===== config.mk =====
export PLATFORM = sky130hd
export DESIGN_NAME = mem_block_engine
export DESIGN_NICKNAME = d
export VERILOG_FILES = /design/src/rtl/mem_block_engine.sv
export SDC_FILE = /design/constraint.sdc
export NUM_CORES = 1
export LEC_CHECK = 0
export CORE_MARGIN = 3
export CORE_UTILIZATION = 49
export DETAILED_ROUTE_END_ITERATION = 8
export GPL_ROUTABILITY_DRIVEN = 0
export PLACE_DENSITY = 0.83
export SYNTH_ARGS = -nofsm -noshare
export SYNTH_HDL_FRONTEND = slang
export SYNTH_SLANG_ARGS = --single-unit

===== constraint.sdc =====
create_clock -name clk -period 3.95 [get_ports clk]
set_input_delay 0.79 -clock clk [delete_from_list [all_inputs] [get_ports clk]]
set_output_delay 0.79 -clock clk [all_outputs]
set_load 0.005 [all_outputs]

===== src/rtl/mem_block_engine.sv =====
// Block COPY / FILL / COMPARE engine that masters a combinational-read,
// clocked-write word memory. State is exposed on dbg_state for checkers.
module mem_block_engine #(
  parameter int BITSIZE = 32,
  parameter int MEMSIZE = 64,
  localparam int AW = $clog2(MEMSIZE)
) (
  input  logic               clk,
  input  logic               rst,
  input  logic               start,
  input  logic [1:0]         op,
  input  logic [AW-1:0]      src_addr,
  input  logic [AW-1:0]      dst_addr,
  input  logic [AW:0]        length,
  input  logic [BITSIZE-1:0] fill_data,
  output logic               busy,
  output logic               done,
  output logic [AW:0]        mismatch_count,
  output logic [AW-1:0]      first_mismatch,
  output logic [AW-1:0]      mem_addr,
  output logic [BITSIZE-1:0] mem_wdata,
  output logic               mem_read,
  output logic               mem_write,
  input  logic [BITSIZE-1:0] mem_rdata,
  output logic [2:0]         dbg_state
);

  // Handshake: start is only sampled in IDLE; busy is high from the cycle
  // after an accepted start through FINISH, and done pulses in that FINISH
  // cycle. No backpressure: the memory accepts every strobe in its cycle.

  localparam logic [1:0] OP_COPY    = 2'b00;
  localparam logic [1:0] OP_FILL    = 2'b01;
  localparam logic [1:0] OP_COMPARE = 2'b10;
  localparam logic [1:0] OP_NOP     = 2'b11;

  typedef enum logic [2:0] {
    S_IDLE   = 3'd0,
    S_RD_SRC = 3'd1,
    S_RD_DST = 3'd2,
    S_WR     = 3'd3,
    S_FINISH = 3'd4
  } state_t;

  state_t             state, state_nxt;
  logic [1:0]         op_reg;
  logic [AW-1:0]      src_reg, dst_reg;
  logic [AW:0]        len_reg;
  logic [BITSIZE-1:0] fill_reg, data_reg;
  logic [AW:0]        idx, idx_inc;
  logic               last_word;

  assign idx_inc   = idx + 1'b1;
  assign last_word = (idx_inc == len_reg);

  always_ff @(posedge clk or negedge rst) begin
    if (!rst) begin
      state          <= S_IDLE;
      op_reg         <= '0;
      src_reg        <= '0;
      dst_reg        <= '0;
      len_reg        <= '0;
      fill_reg       <= '0;
      data_reg       <= '0;
      idx            <= '0;
      mismatch_count <= '0;
      first_mismatch <= '0;
    end else begin
      state <= state_nxt;
      case (state)
        S_IDLE: begin
          if (start) begin
            op_reg         <= op;
            src_reg        <= src_addr;
            dst_reg        <= dst_addr;
            len_reg        <= length;
            fill_reg       <= fill_data;
            idx            <= '0;
            mismatch_count <= '0;
            first_mismatch <= '0;
          end
        end
        S_RD_SRC: data_reg <= mem_rdata;
        S_RD_DST: begin
          if (mem_rdata != data_reg) begin
            mismatch_count <= mismatch_count + 1'b1;
            if (mismatch_count == '0) first_mismatch <= idx[AW-1:0];
          end
          idx <= idx_inc;
        end
        S_WR: idx <= idx_inc;
        default: ;
      endcase
    end
  end

  always_comb begin
    state_nxt = state;
    mem_addr  = '0;
    mem_wdata = '0;
    mem_read  = 1'b0;
    mem_write = 1'b0;
    case (state)
      S_IDLE: begin
        if (start) begin
          if (length == '0 || op == OP_NOP) state_nxt = S_FINISH;
          else if (op == OP_FILL)           state_nxt = S_WR;
          else                              state_nxt = S_RD_SRC;
        end
      end
      S_RD_SRC: begin
        mem_addr  = src_reg + idx[AW-1:0];
        mem_read  = 1'b1;
        state_nxt = (op_reg == OP_COMPARE) ? S_RD_DST : S_WR;
      end
      S_RD_DST: begin
        mem_addr  = dst_reg + idx[AW-1:0];
        mem_read  = 1'b1;
        state_nxt = last_word ? S_FINISH : S_RD_SRC;
      end
      S_WR: begin
        mem_addr  = dst_reg + idx[AW-1:0];
        mem_write = 1'b1;
        mem_wdata = (op_reg == OP_FILL) ? fill_reg : data_reg;
        if (last_word)              state_nxt = S_FINISH;
        else if (op_reg == OP_COPY) state_nxt = S_RD_SRC;
        else                        state_nxt = S_WR;
      end
      S_FINISH: state_nxt = S_IDLE;
      default:  state_nxt = S_IDLE;
    endcase
  end

  assign busy      = (state != S_IDLE);
  assign done      = (state == S_FINISH);
  assign dbg_state = state;

endmodule


==> impl_results.md, run 1 <==
* Leakage at 0.00345 uW
* WP data required at 3160 ps
* Final-stage net count at 862
* Final wirelength at 15.2 mm
* Switch Pwr at 2130 uW
* Area Overhead vs Synth at 33.0%
* Post-DP Area at 7220 um^2
* Top post-synthesis cells by area: dfrtp_1 (48%), nand2_1 (16%), mux2_2 (6.4%), xor2_1 (5.7%), a21oi_1 (3.2%)
* # IOs at 146
* Maxcap violations at 0
* Initial antenna violation count at 0
* Cell area after synthesis at roughly 5700 um^2
* Post-route ant nets at 0
* Tcrit/Tclk final at 0.943
* Most common cell after layout, fill and taps aside: nand2_1
* Syn Area/Cell at just under 9 um^2
* Min-delay worst type: reg2reg
* Worst Min Path Start: fill_reg[24]
* Rel. slew slack at 0.209
* Unrepaired setup endpoints after global routing: no
* Max clock buf depth at 2
* Cell count after synthesis at 634
* Fin crit period at 3720 ps
* Worst Skew at 7.68 ps
* Core area at 11100 um^2
* Crit Path Max Fanout at 11
* Final core utilization at 0.679
* Maximum VDD drop at 500 uV
* Die Ht at approximately 110 um
* Drt drc at 0
* CTS Buf Count at 9
* Status: finished, final reports clean
* Congestion Overflow GR at 0
* Worst R2R Start: dbg_state[1]
* Worst-Skew Late Latency at ~350 ps
* #FFs+latches synth at approximately 110
* H-tree Lvls at 3
* Internal power at 3410 uW
* Final setup TNS at 0 ps
* Clk sinks at about 110
* Vias per cell at 5.49
* CP arrival at between 2000 and 3000 ps
* Pin count of the biggest net entering global routing at 83
* Row count at 38
* Diodes inserted at 0
* Worst setup path class: reg2out
* Sequential share of power at 0.363
* HPWL after DPL at 11.1 mm
* Type of destination of the critical path: output port
* Syn nets at 731
* Comb power frac at 0.474
* Layout cells sized above 1 at 0.0922
* First-pass GRT wire length at between 20 and 25 mm
* Final Cell Area at 7530 um^2
* Post-synth top flop: dfrtp_1
* EDFF count, synth at 0
* Via count at 4997
* Pwr Total at 5550 uW
* Final Setup Violations at 0
* Vias in the first global route at 5144
* Fmax at between 0.2 and 0.3 GHz
* CTS tree: done
* Starting Density at 0.511
* Final slew viol count at 0
* CTS root buf: clkbuf_16
* Synth cell types at 50
* Ys Warns at 0
* Post-synthesis sequential area ratio at 0.478
* PortBufs at around 150
* Clock-pin slew on the worst setup and hold paths at about 70 ps
* Yosys top cell area share at 0.478
* Setup crit start: dbg_state[1]
* Least-Margin Pin Slew at 1180 ps
* Pwr/cell area at ~740 nW/um^2
* WL/cell at 16.7 um
* Switch share at 0.385
* Final Hold Viols at 0
* Clk pwr share at 0.163
* Most frequent cells in the layout: nand2_1 (247), clkdlybuf4s50_1 (144), dfrtp_1 (106)
* All-layer global routing usage at 0.242
* CP startpoint kind: flip-flop
* Pre-CTS WS at about 350 ps
* DR pass1 iterations at 5
* First DRT Iteration DRCs at about 350
* Setup ws final at 225 ps
* FFs w/ async S/R, synth at 1.00
* Synth area leader: dfrtp_1
* DIE AREA at 12900 um^2
* Die W at 113 um
area by class of cell:
| cell class | instances | area, um^2 |
|---|---|---|
| Timing Repair Buffer | 154 | 1520 |
| Clock inverter | 5 | 61.3 |
| Sequential cell | 108 | 2710 |
| Tap cell | 140 | 175 |
| Inverter | 10 | 37.5 |
| Clock buffer | 11 | 233 |
| Multi-Input combinational cell | 482 | 2800 |
| Fill cell | 875 | 3550 |
per-stage QoR:
stage,cells,hold slack [ps]
after floorplan,634,445
after global placement,894,457
after detailed placement,894,462
after CTS,910,480
after global routing,910,494
final,910,477
timing repair:
item | CTS | global route
gates resized for setup | 1 | 4
buffers inserted | 0 | 0
setup endpoints to repair | 1 | 2
hold buffers | 0 | 0
Yosys cell counts, types with 2 or more instances:
| cell type | number |
|---|---|
| nand2_1 | 248 |
| dfrtp_1 | 108 |
| xor2_1 | 37 |
| a21oi_1 | 36 |
| mux2_2 | 32 |
| clkbuf_1 | 18 |
| nor2_1 | 15 |
| o21ai_0 | 11 |
| inv_1 | 10 |
| buf_1 | 8 |
| ha_1 | 8 |
| mux2i_1 | 8 |
| nor4_1 | 8 |
| buf_2 | 7 |
| xnor2_1 | 7 |
| a32o_1 | 6 |
| nand2b_1 | 6 |
| nand3_1 | 6 |
| o31ai_1 | 6 |
| and2_1 | 5 |
| nor3_1 | 4 |
| a31oi_1 | 3 |
| o2111ai_1 | 3 |
| a21o_1 | 2 |
| and3_1 | 2 |
| nand3b_1 | 2 |
| nor2b_1 | 2 |
| o21a_1 | 2 |
| o32ai_1 | 2 |
| or2_2 | 2 |
routing by layer:
layer | track usage | part of all wire | vias up
met5 | 0 | 0 | -
met3 | 0.0753 | 0.087 | 40
met1 | 0.294 | 0.40 | 2398
met2 | 0.400 | 0.48 | 197
li1 | - | - | 2362
met4 | 0.103 | 0.035 | 0
path summary, 6_finish.rpt:
check	end	slack [ps]	cells past startpoint
setup / recovery	mem_addr[4]	230	13
hold / removal	fill_reg[24]	480	2
setup reg to reg	mismatch_count[5]	1640	4
hold reg to reg	fill_reg[24]	480	2
max in group asynchronous	fill_reg[4]	2460	2
min in group asynchronous	fill_reg[18]	620	1
critical path, cell delays in order, from the launching register on:
cell             delay (ps)
dfrtp_2                 470
nor2b_1                 190
buf_4                   200
nand2_1                  70
nand2_1                  50
ha_1                    150
inv_1                    50
fa_1                    400
inv_1                   100
a21o_1                  110
a21oi_1                  70
xor2_1                  140
nor2_1                   90
clkdlybuf4s50_1         500
cell families (layout without fill, tap and decap cells):
kind of cell / count (synthesis) / in the layout / share of synthesized area
AOI/OAI and AO/OA: 81 / 81 / 0.0924
xor gates and xnor gates: 44 / 44 / 0.0681
adders and majority gates: 9 / 9 / 0.0212
buffers and inverters: 44 / 180 / 0.0321
DFF: 108 / 108 / 0.478
muxes: 40 / 40 / 0.0778
and+or+nand+nor: 308 / 308 / 0.231
power by group through the flow:
stage	clock network (uW)	registers (uW)	logic (uW)
finish	905	2010	2630
global route	971	2080	2930
CTS	917	2010	2640
detailed placement	0	2020	2620
global placement	0	1990	2530
floorplan	0	1890	1670
No activity file was read; power rests on OpenSTA's default activity.
==> run 2, diff against run 1 <==
--- a/config.mk
+++ b/config.mk
@@ -5,7 +5,6 @@
 export SDC_FILE = /design/constraint.sdc
 export NUM_CORES = 1
 export LEC_CHECK = 0
-export CORE_MARGIN = 3
 export CORE_UTILIZATION = 49
 export DETAILED_ROUTE_END_ITERATION = 8
 export GPL_ROUTABILITY_DRIVEN = 0
==> run 2 against run 1 <==
Against the previous run: fmax shrank 1.1%; first-iteration DRC count shrank 15%; clock skew shrank 2.7 ps; worst hold slack lost 44 ps; core utilization grew 0.61 points.
==> impl_results.md, run 2 (same netlist as run 1, synthesis figures left out) <==
* Critical-path cell list: buf_4 > nor2b_1 > buf_4 > nand2_1 > nand2_1 > ha_1 > inv_1 > fa_1 > inv_1 > a21o_1 > a21oi_1 > xor2_1 > nor2_1 > clkdlybuf4s50_1
* Tcrit/Tclk final at 0.954 (+0.0106)
* CP arrival at 2980 ps (+50 ps)
* Diodes inserted at 0 (unchanged)
* # IOs at 146 (unchanged)
* Most frequent cells in the layout: nand2_1 (247), clkdlybuf4s50_1 (144), dfrtp_1 (107)
* CP startpoint kind: flip-flop
* Core area at 11000 um^2 (-0.43%)
* Fin crit period at 3770 ps (+41.8 ps)
* CTS tree: done
* Area Overhead vs Synth at 33.6%
* Status: finished, final reports clean
* Rel. slew slack at 0.206 (-0.00287)
* CTS root buf: clkbuf_16
* Max clock buf depth at 2 (unchanged)
* Unrepaired setup endpoints after global routing: no
* Final setup TNS at 0 ps (unchanged)
* First-pass GRT wire length at 23.9 mm (-3.9%)
* Crit Path Max Fanout at 10 (-1)
* Clk sinks at 108 (unchanged)
* Drt drc at 0 (unchanged)
* Initial antenna violation count at 0 (unchanged)
* Final wirelength at 14.7 mm (-3.0%)
* Row count at 38 (unchanged)
* Most common cell after layout, fill and taps aside: nand2_1
* H-tree Lvls at 3 (unchanged)
* Die W at 109 um (-3.5%)
* Maxcap violations at 0 (unchanged)
* Post-route ant nets at 0 (unchanged)
* Least-Margin Pin Slew at 1190 ps (+4.28 ps)
* CTS Buf Count at 9 (unchanged)
* Min-delay worst type: in2async
* Worst setup path class: reg2out
* Fmax at 0.265 GHz (-1.1%)
* Final Setup Violations at 0 (unchanged)
* Die Ht at 109 um (-3.5%)
* Layout cells sized above 1 at 0.0956 (+0.00340)
* Bufs and invs on worst path at 5 (+1)
* CP max stage delay at 500 ps (about the same)
* Final-stage net count at 866 (+0.46%)
* WL/cell at 16.1 um (-3.4%)
* WP data required at 3160 ps (about the same)
* First DRT Iteration DRCs at 302 (-15%)
* Worst Reg-to-Reg Cells at 5 (+1)
* Critical-path top delay cell: clkdlybuf4s50_1
* PortBufs at 145 (unchanged)
* Maximum VDD drop at 437 uV (-13%)
* Clock-pin slew on the worst setup and hold paths at 70 ps (about the same)
* Final Hold Viols at 0 (unchanged)
* Pwr/cell area at 739 nW/um^2 (+0.23%)
* Starting Density at 0.513 (+0.00220)
* Setup crit start: dbg_state[2]
* Top Family by Delay on Critical Path: buffers and inverters
* Reg-to-reg endpoint: first_mismatch[1]
* Via count at 4975 (-0.44%)
* DIE AREA at 12000 um^2 (-6.9%)
* Vias in the first global route at 5056 (-1.7%)
* Worst-Skew Late Latency at 340 ps (about the same)
* Leakage at 0.00348 uW (+0.69%)
* Vias per cell at 5.44 (-0.88%)
* Worst Skew at 4.94 ps (-2.75 ps)
* All-layer global routing usage at 0.264 (+0.0219)
* Worst R2R Start: data_reg[22]
* Final slew viol count at 0 (unchanged)
* Final core utilization at 0.685 (+0.00610)
* Type of destination of the critical path: output port
* Congestion Overflow GR at 0 (unchanged)
* Pin count of the biggest net entering global routing at 63 (-24%)
* DR pass1 iterations at 5 (unchanged)
* Internal reg-to-reg setup slack at 1530 ps (-110 ps)
* HPWL after DPL at 10.8 mm (-2.8%)
## run 2: repair_timing
action                     in CTS  in global routing
setup endpoints to repair       0                  2
buffers inserted                0                  3
gates resized for setup         0                  1
hold buffers                    0                  0
## run 2: where the power goes
group          internal (uW)  switching [uW]
Sequential              1590             409
Combinational           1340            1320
Clock                    527             396
## run 2: per-stage QoR
step	hold slack (ps)	instance area [um^2]	std cells	power, uW	worst slack [ps]
4_1_cts	443	7540	911	5600	123
2_1_floorplan	445	5660	634	3560	881
5_1_grt	465	7560	914	6020	11.0
6_report	433	7560	914	5590	183
3_5_place_dp	462	7230	895	4640	509
3_3_place_gp	457	7230	895	4530	589
## run 2: cell type report
class | instances | area, um^2
clock buffer | 11 | 253
sequential | 108 | 2700
clock inverter | 5 | 58.8
fill | 893 | 3470
tap | 140 | 175
timing repair buffer | 158 | 1550
inverter | 10 | 37.5
multi-input combinational | 482 | 2790
## run 2: worst reg2reg max path: stages (launching register included)
cell and delay [ps]:
dfrtp_1 410, xor2_1 200, nor4_1 450, nand4_1 490, or2_1 460, a32o_1 280
## run 2: metal layers
metal	track usage	vias to the layer above	wire, um
met5	0	-	0
met4	0.111	0	357
met3	0.0622	32	1030
met2	0.446	171	7350
met1	0.325	2400	6010
li1	-	2372	-
## run 2: worst max path at each step
stage | endpoint | slack, ps | depth (start not counted)
5_1_grt | mem_addr[5] | 10 | 10
6_report | mem_addr[4] | 180 | 14
2_1_floorplan | mem_addr[5] | 880 | 11
4_1_cts | mem_addr[5] | 120 | 10
3_3_place_gp | mem_addr[5] | 590 | 10
3_5_place_dp | mem_addr[5] | 510 | 10
==> run 3, diff against run 2 <==
--- a/config.mk
+++ b/config.mk
@@ -5,6 +5,7 @@
 export SDC_FILE = /design/constraint.sdc
 export NUM_CORES = 1
 export LEC_CHECK = 0
+export CORE_MARGIN = 3
 export CORE_UTILIZATION = 49
 export DETAILED_ROUTE_END_ITERATION = 8
 export GPL_ROUTABILITY_DRIVEN = 0
==> results of run 3 <==
No change in the layout: final DEF, timing and power equal those of run 1.
